File: src/rtl/xb_io_fifo_slv.sv
// ---------------------------------------------------------------------------
// xb_io_fifo_slv
//
// Extended-I/O responder that lets AVR core firmware push bytes into a small
// FIFO through three memory-mapped registers, while fabric logic drains the
// FIFO over a valid/ready byte stream.
//
// Register map (low address byte, decoded only when core_dm_sel is low):
//   CTRL_ADDR  R/W  [0] EN, [1] FLUSH (write-1 pulse, reads 0), [2] IE
//   STAT_ADDR  R    [0] EMPTY, [1] FULL, [2] OVF (sticky, write 1 to clear)
//   DATA_ADDR  W pushes a byte; R returns the occupancy count
//
// Ports:
//   clk, rst            core clock, synchronous active-high reset
//   core_ramadr_lo8     core data-space address, low byte
//   core_dm_sel         high = access targets data memory, not this block
//   core_ramre/ramwe    core read / write strobes
//   core_dbusout        core write data
//   xb_io_dbusout       read data toward the core read mux (0 when idle)
//   xb_io_out_en        read mux select, high on a decoded read
//   strm_valid/data     FIFO head toward the fabric consumer
//   strm_ready          fabric consumer accepts the head byte
//   xb_irq              registered level interrupt
// ---------------------------------------------------------------------------
module xb_io_fifo_slv #(
  parameter logic [7:0] CTRL_ADDR = 8'hE0,
  parameter logic [7:0] STAT_ADDR = 8'hE1,
  parameter logic [7:0] DATA_ADDR = 8'hE2,
  parameter int         DEPTH     = 16,
  parameter int         AW        = 4
) (
  input  logic       clk,
  input  logic       rst,
  input  logic [7:0] core_ramadr_lo8,
  input  logic       core_dm_sel,
  input  logic       core_ramre,
  input  logic       core_ramwe,
  input  logic [7:0] core_dbusout,
  output logic [7:0] xb_io_dbusout,
  output logic       xb_io_out_en,
  output logic       strm_valid,
  output logic [7:0] strm_data,
  input  logic       strm_ready,
  output logic       xb_irq
);

  localparam logic [AW:0] FULL_CNT = (AW+1)'(DEPTH);

  // Control/status state
  logic          en_q, en_d;
  logic          ie_q, ie_d;
  logic          ovf_q, ovf_d;
  logic          irq_q, irq_d;
  logic [AW-1:0] wr_ptr_q, wr_ptr_d;
  logic [AW-1:0] rd_ptr_q, rd_ptr_d;
  logic [AW:0]   cnt_q, cnt_d;

  // Storage is never reset; only the pointers and count define contents.
  logic [7:0]    mem_q [DEPTH];

  // Address decode
  logic hit_ctrl, hit_stat, hit_data;
  logic wr_ctrl, wr_stat, wr_data;
  logic empty, full;
  logic flush, push_req, pop, push;
  logic [7:0] rd_mux;

  // Bits 7:3 of the write bus carry no register state.
  logic unused_wdata;
  assign unused_wdata = ^core_dbusout[7:3];

  assign hit_ctrl = !core_dm_sel && (core_ramadr_lo8 == CTRL_ADDR);
  assign hit_stat = !core_dm_sel && (core_ramadr_lo8 == STAT_ADDR);
  assign hit_data = !core_dm_sel && (core_ramadr_lo8 == DATA_ADDR);

  assign wr_ctrl = core_ramwe && hit_ctrl;
  assign wr_stat = core_ramwe && hit_stat;
  assign wr_data = core_ramwe && hit_data;

  assign empty = (cnt_q == '0);
  assign full  = (cnt_q == FULL_CNT);

  assign strm_valid = en_q && !empty;
  assign strm_data  = mem_q[rd_ptr_q];

  assign flush    = wr_ctrl && core_dbusout[1];
  assign pop      = strm_valid && strm_ready;
  assign push_req = wr_data && en_q;
  // A pop in the same cycle frees the slot a full-FIFO push needs.
  assign push     = push_req && (!full || pop);

  // Zero-latency read mux
  always_comb begin
    rd_mux = 8'h00;
    if (hit_ctrl)      rd_mux = {5'b0, ie_q, 1'b0, en_q};
    else if (hit_stat) rd_mux = {5'b0, ovf_q, full, empty};
    else if (hit_data) rd_mux = 8'(cnt_q);
  end

  assign xb_io_out_en  = core_ramre && (hit_ctrl || hit_stat || hit_data);
  assign xb_io_dbusout = xb_io_out_en ? rd_mux : 8'h00;

  // Next-state logic
  always_comb begin
    en_d     = en_q;
    ie_d     = ie_q;
    ovf_d    = ovf_q;
    wr_ptr_d = wr_ptr_q;
    rd_ptr_d = rd_ptr_q;
    cnt_d    = cnt_q;

    if (wr_ctrl) begin
      en_d = core_dbusout[0];
      ie_d = core_dbusout[2];
    end

    if (wr_stat && core_dbusout[2]) ovf_d = 1'b0;
    // A fresh overflow outranks a clear landing in the same cycle.
    if (push_req && full && !pop)   ovf_d = 1'b1;

    if (flush) begin
      wr_ptr_d = '0;
      rd_ptr_d = '0;
      cnt_d    = '0;
    end else begin
      if (push) wr_ptr_d = wr_ptr_q + AW'(1);
      if (pop)  rd_ptr_d = rd_ptr_q + AW'(1);
      case ({push, pop})
        2'b10:   cnt_d = cnt_q + (AW+1)'(1);
        2'b01:   cnt_d = cnt_q - (AW+1)'(1);
        default: cnt_d = cnt_q;
      endcase
    end

    // Registered from the present flags, so irq trails them by one edge.
    irq_d = ie_q && en_q && (empty || ovf_q);
  end

  // State registers
  always_ff @(posedge clk) begin
    if (rst) begin
      en_q     <= 1'b0;
      ie_q     <= 1'b0;
      ovf_q    <= 1'b0;
      irq_q    <= 1'b0;
      wr_ptr_q <= '0;
      rd_ptr_q <= '0;
      cnt_q    <= '0;
    end else begin
      en_q     <= en_d;
      ie_q     <= ie_d;
      ovf_q    <= ovf_d;
      irq_q    <= irq_d;
      wr_ptr_q <= wr_ptr_d;
      rd_ptr_q <= rd_ptr_d;
      cnt_q    <= cnt_d;
    end
  end

  // FIFO storage
  always_ff @(posedge clk) begin
    if (!rst && push && !flush) mem_q[wr_ptr_q] <= core_dbusout;
  end

  assign xb_irq = irq_q;

endmodule

File: config.mk
export PLATFORM = sky130hd
export DESIGN_NAME = xb_io_fifo_slv
export DESIGN_NICKNAME = d
export VERILOG_FILES = /design/src/rtl/xb_io_fifo_slv.sv
export SDC_FILE = /design/constraint.sdc
export NUM_CORES = 1
export LEC_CHECK = 0
export ABC_AREA = 1
export BUFFER_PORTS_ARGS = -buffer_cell sky130_fd_sc_hd__buf_4
export CAP_MARGIN = 10
export CORE_MARGIN = 2
export CORE_UTILIZATION = 35
export DETAILED_ROUTE_END_ITERATION = 10
export GPL_TIMING_DRIVEN = 0
export PLACE_DENSITY = 0.55
export SETUP_SLACK_MARGIN = 0.15
export SYNTH_ARGS = -nofsm -noshare
export SYNTH_HDL_FRONTEND = slang
export SYNTH_SLANG_ARGS = --single-unit
File: constraint.sdc
create_clock -name clk -period 3.8 [get_ports clk]
set_clock_uncertainty 0.2 [all_clocks]
set_input_delay 0.19 -clock clk [delete_from_list [all_inputs] [get_ports clk]]
set_output_delay 0.19 -clock clk [all_outputs]
set_load 0.01 [all_outputs]
Word-level counts from Yosys, hierarchy flattened

Memory sizes are Yosys's and may differ from the RTL's. A register that Yosys moved wholly into a read port is not among the register bits.
Cells that the tools add are included.

Bits in writable memories: 128
Input port bits: 22
Word-level logic and storage cells: 62
Output and inout bits: 19
Bits in registers: 17
Memories: 1

Reduce and logical (&&, ||, !) cells: 33
Equality and inequality tests: 6
Add/subtract/negate cells: 4
Multiplexer cells: 11

Memory list:

| memory | depth | bits a word | read ports | clocked after memory_dff | write ports | line | RTL |
|---|---|---|---|---|---|---|---|
| mem_q  | 16    | 8           | 1          | 1                        | 1           | 59   | `logic [7:0] mem_q [DEPTH];` |

Operators by type and width:

| cell                                                                  | count |
|---|---|
| 8-bit equality test, second input constant                            | 3 |
| 1-bit logical AND                                                     | 19 |
| 5-bit 2-to-1 mux                                                      | 3 |
| 5-bit case mux with 2 select lines                                    | 1 |
| 4-bit by 1-bit adder with 4-bit output, second input constant         | 2 |
| 4-bit 2-to-1 mux                                                      | 2 |
| 8-bit 2-to-1 mux                                                      | 1 |
| 1-bit logical NOT                                                     | 6 |
| 5-bit by 1-bit adder with 5-bit output, second input constant         | 1 |
| 5-bit equality test, second input constant                            | 1 |
| 5-bit logical NOT                                                     | 1 |
| 5-bit by 1-bit subtractor with 5-bit output, second input constant    | 1 |
| 1-bit logical OR                                                      | 4 |
| 1-bit 2-to-1 mux                                                      | 4 |
| 2-bit nonzero test                                                    | 2 |
| 2-bit by 1-bit equality test with 1-bit output, second input constant | 1 |
| 2-bit equality test, second input constant                            | 1 |
| 2-bit OR reduction                                                    | 1 |

Depth between registers and ports, before layout

Word-level depth: 10
Mapped depth: 16
Gate-level depth less buffers: 16

Worst setup path before layout

Ideal clock, no wire load.

Kind: flip-flop to flip-flop
Start point: register cnt_q[0]
End point: register cnt_q[4]
Arrival: 1,906 ps
Setup time: 115 ps
Slack: 1,579 ps
Data required time: 3,485 ps
Period minus slack after synthesis: 2,221 ps
Path buffers: 0
Cell stages (with the launch flop): 16
Cells stage by stage: dfxtp_1 > nor2_1 > nand4_2 > nand3_4 > inv_2 > nand2_2 > inv_1 > fa_1 > nand2_1 > nand2_1 > a21oi_1 > nand2_1 > nand2_1 > nand3_1 > nand2_1 > nor2_1

Word-level cells in the longest chain between the ends: 8
Elaborated cells on any way between the ends: 14
Classes of those cells: add/sub: 2; eq/ne: 3; mux: 1; reduce/logical: 8

RTL lines:

| item                                                                                  | line | RTL |
|---|---|---|
| start: declaration                                                                    | 56   | `logic [AW:0] cnt_q, cnt_d;` |
| start signal: assignment                                                              | 156  | `cnt_q <= cnt_d;` |
| 5-bit logical NOT                                                                     | 80   | `assign empty = (cnt_q == '0);` |
| 1-bit logical NOT                                                                     | 83   | `assign strm_valid = en_q && !empty;` |
| 1-bit logical AND                                                                     | 83   |  |
| 1-bit logical AND                                                                     | 87   | `assign pop = strm_valid && strm_ready;` |
| 1-bit logical OR                                                                      | 90   | `assign push = push_req && (!full \|\| pop);` |
| 1-bit logical AND                                                                     | 90   |  |
| 2-bit by 1-bit equality test with 1-bit output or 2-bit equality test (tied branches) | 128  | `case ({push, pop})` |
| 5-bit case mux with 2 select lines or 2-bit nonzero test (tied branches)              | --   |  |

Parallel ways exist; a longest one is shown, timed or not.
A chain may end at the register's enable or synchronous reset.

Final worst setup path

Start point: input port core_dm_sel
End point: register ie_q

Word-level cells in the longest chain between the ends: 3

RTL lines:

| item                   | line | RTL |
|---|---|---|
| start: declaration     | 35   | `input logic core_dm_sel,` |
| 1-bit logical NOT      | 72   | `assign hit_ctrl = !core_dm_sel && (core_ramadr_lo8 == CTRL_ADDR);` |
| 1-bit logical AND      | 72   |  |
| 1-bit logical AND      | 76   | `assign wr_ctrl = core_ramwe && hit_ctrl;` |
| end signal: assignment | 151  | `ie_q <= ie_d;` |
| end: declaration       | 51   | `logic ie_q, ie_d;` |

Every way passes these cells.

==> results.ini <==
[power]
vdd_drop_max_mv = 0.3215
pwr-share-clk_pct = 47.9
swShare_pct = 19.89
p_sw_w = 0.0007052
power_leakage_nw = 2.793
p_comb_share_pct = 2.2
power_frac_seq_pct = 50.0
p_int_w = 0.002841
power_density_mw_per_mm2 = 448.5

[critical_path]
cp_max_fo = 3
path_class = in2reg
crit_path_start_kind = input pin
worstPathArrival_ns = 3.04
required_ns = 3.96
crit_path_end_kind = flip-flop

[clock_tree]
clock-sinks = 149
root_buffer = clkbuf_16
insertion_delay_ns = 0.42
cts_resized = 0
numCtsBuffers = 17
post-cts-setup-buffers = 0
htree_levels = 4
holdBufCountCts = 15
clk_path_buf_depth = 2
path_clk_slew_ns = 0.06
cts_tree = built

[sta]
timing.setup.tns_ns = 0
worst_pin_slew_ns = 0.8221
worst_slack_ns = 0.9262
slew-limit-headroom_pct = 44.99
finalCritPeriodShare_pct = 75.63
drv_slew = 0
final.min_clock_period_ns = 2.874
final_hold_viol_count = 0
rsz0062_at_grt = false
report.final.setup_viol = 0
maxClockFrequency_mhz = 348.0

[synthesis]
synth_area_leaders = edfxtp_1, dfxtp_1, mux2i_1
netlist_instances = 546
yosysTopAreaCell = edfxtp_1
syn_area_mm2 = 0.006575
synth_flop_cell = edfxtp_1
synth_top_area_share_pct = 58.46
synth_edf_count = 128
synth_common_cells = edfxtp_1, inv_1, o21ai_0, a21oi_1, nand2_1
yosysWarnings = 0
synth.avg_cell_area_um2 = 12.04
yosysMostFrequentCell = edfxtp_1
ys_types = 42
synth_seq_area_share_pct = 64.85
ys_seq_elements = 149
async_flop_share_pct = 0

[routing]
route.detailed.drc = 0
via_per_inst = 5.032
finalWirelength_um = 15430
drt_iter0_drc = 338
dr.pass1.iters = 5
vias = 4358
ant_nets = 0
wl_per_cell_um = 17.82

[worst_hold_path]
holdCritPathClass = in2reg

[global_routing]
grt_max_degree = 19
grt_pass1_wl_um = 23600
grt.busiest_layer = met2
use_met1_pct = 19.73
use_met2_pct = 27.01
grt-ovfl-total = 0
met3_usage_pct = 5.129
grt_pass1_vias = 4307
antenna_found_initial = 0
gr-usage-all-layers_pct = 16.21

[floorplan]
chipWidth_um = 141.1
die-area_mm2 = 0.01990
fp.coreArea_mm2 = 0.01858
rows = 50
start_util_pct = 35.39
ios = 41
dieHeight_um = 141.1

[final_layout]
drive_above_1_share_pct = 18.35
area_growth_pct = 20.27
antenna_cells = 0
fill_cells = 1694
fin_nets = 650

[placement]
gp_congestion = 0.8627
dpl_worst_slack_ns = 1.234
dp.final_hpwl_um = 10730
buffer_ports.inserted = 37

[flow_run]
cap_violations = 0

[run_status]
status = finished, final reports clean

cell families after synthesis:
family,synth area share (%)
compound gates,11.51
xor+xnor,0.2665
fa+ha+maj,1.827
buf+inv,6.279
flops,64.85
mux,4.872
other cells,0.05703
simple gates,10.33
through the flow:
stage                     power, W  instances  hold WS [ns]  util [%]  area, µm²
after floorplan           0.001826        548       0.05907         -       6583
after global placement    0.001873        819        0.1858     38.50       7153
after detailed placement  0.001875        819        0.1829     38.50       7153
after CTS                 0.003579        866      0.001720     42.56       7908
after global routing      0.003649        866       0.04645     42.56       7908
final                     0.003546        866       0.01766     42.56       7908
metal layers:
| metal | vias to the layer above | wire, µm |
|---|---|---|
| li1 | 2093 | - |
| met1 | 2115 | 6404 |
| met2 | 125 | 7696 |
| met5 | - | 0 |
| met3 | 25 | 900 |
| met4 | 0 | 431 |
cell usage in the layout (no fill, tap or decap), drive strengths merged, types with 2 or more instances in the layout:
| cell type | instances |
|---|---|
| ha | 8 |
| o211ai | 33 |
| clkbuf | 29 |
| clkinv | 8 |
| dfxtp | 21 |
| bufinv | 3 |
| nor3 | 6 |
| nand2 | 46 |
| xor2 | 2 |
| buf | 52 |
| nand3 | 26 |
| conb | 3 |
| edfxtp | 128 |
| inv | 71 |
| dlygate4sd3 | 15 |
| nand4 | 7 |
| nor2 | 41 |
| a21oi | 42 |
| a211oi | 2 |
| o21ai | 50 |
| mux2i | 32 |
worst max-delay path, cell delays in order:
cell and delay [ns]:
dlygate4sd3_1 0.54, buf_4 0.14, nor2_1 0.11, dlygate4sd3_1 0.56, nand3_1 0.11, dlygate4sd3_1 0.61, a211oi_1 0.21, dlygate4sd3_1 0.57
registers in the layout, indices dropped and copies added (netlist names), named ones only:
name,count
ovf_q,1
xb_irq,1
mem_q,128
ie_q,1
rd_ptr_q,4
wr_ptr_q,4
en_q,1
cnt_q,5
worst paths after layout:
check / start / end / slack (ns) / cells past startpoint
worst min register to register: rd_ptr_q[1] / rd_ptr_q[1] / 0.31 / 2
worst max register to register: cnt_q[0] / cnt_q[4] / 1.21 / 15
worst min-delay path: strm_ready / rd_ptr_q[1] / 0.02 / 4
worst max-delay path: core_dm_sel / ie_q / 0.93 / 8
area by class of cell:
| type | count | area (µm²) | area share, % |
|---|---|---|---|
| flip-flops and latches | 149 | 4264 | 53.92 |
| multi-input cells | 304 | 1906 | 24.10 |
| clock buffers | 18 | 429.2 | 5.427 |
| repair buffers | 52 | 427.9 | 5.411 |
| well taps | 234 | 292.8 | 3.703 |
| inverters | 69 | 264.0 | 3.339 |
| clock inverters | 14 | 175.2 | 2.215 |
| plain buffers | 26 | 148.9 | 1.883 |
power by group through the flow:
stage / Clock, W / Sequential [W] / Combinational, W
after floorplan: 0 / 0.00181 / 0.0000182
after global placement: 0 / 0.00181 / 0.0000659
after detailed placement: 0 / 0.00181 / 0.0000675
after CTS: 0.00173 / 0.00177 / 0.0000775
after global routing: 0.00179 / 0.00177 / 0.0000829
final: 0.00170 / 0.00177 / 0.0000768
Power figures use the tool's default switching activity.
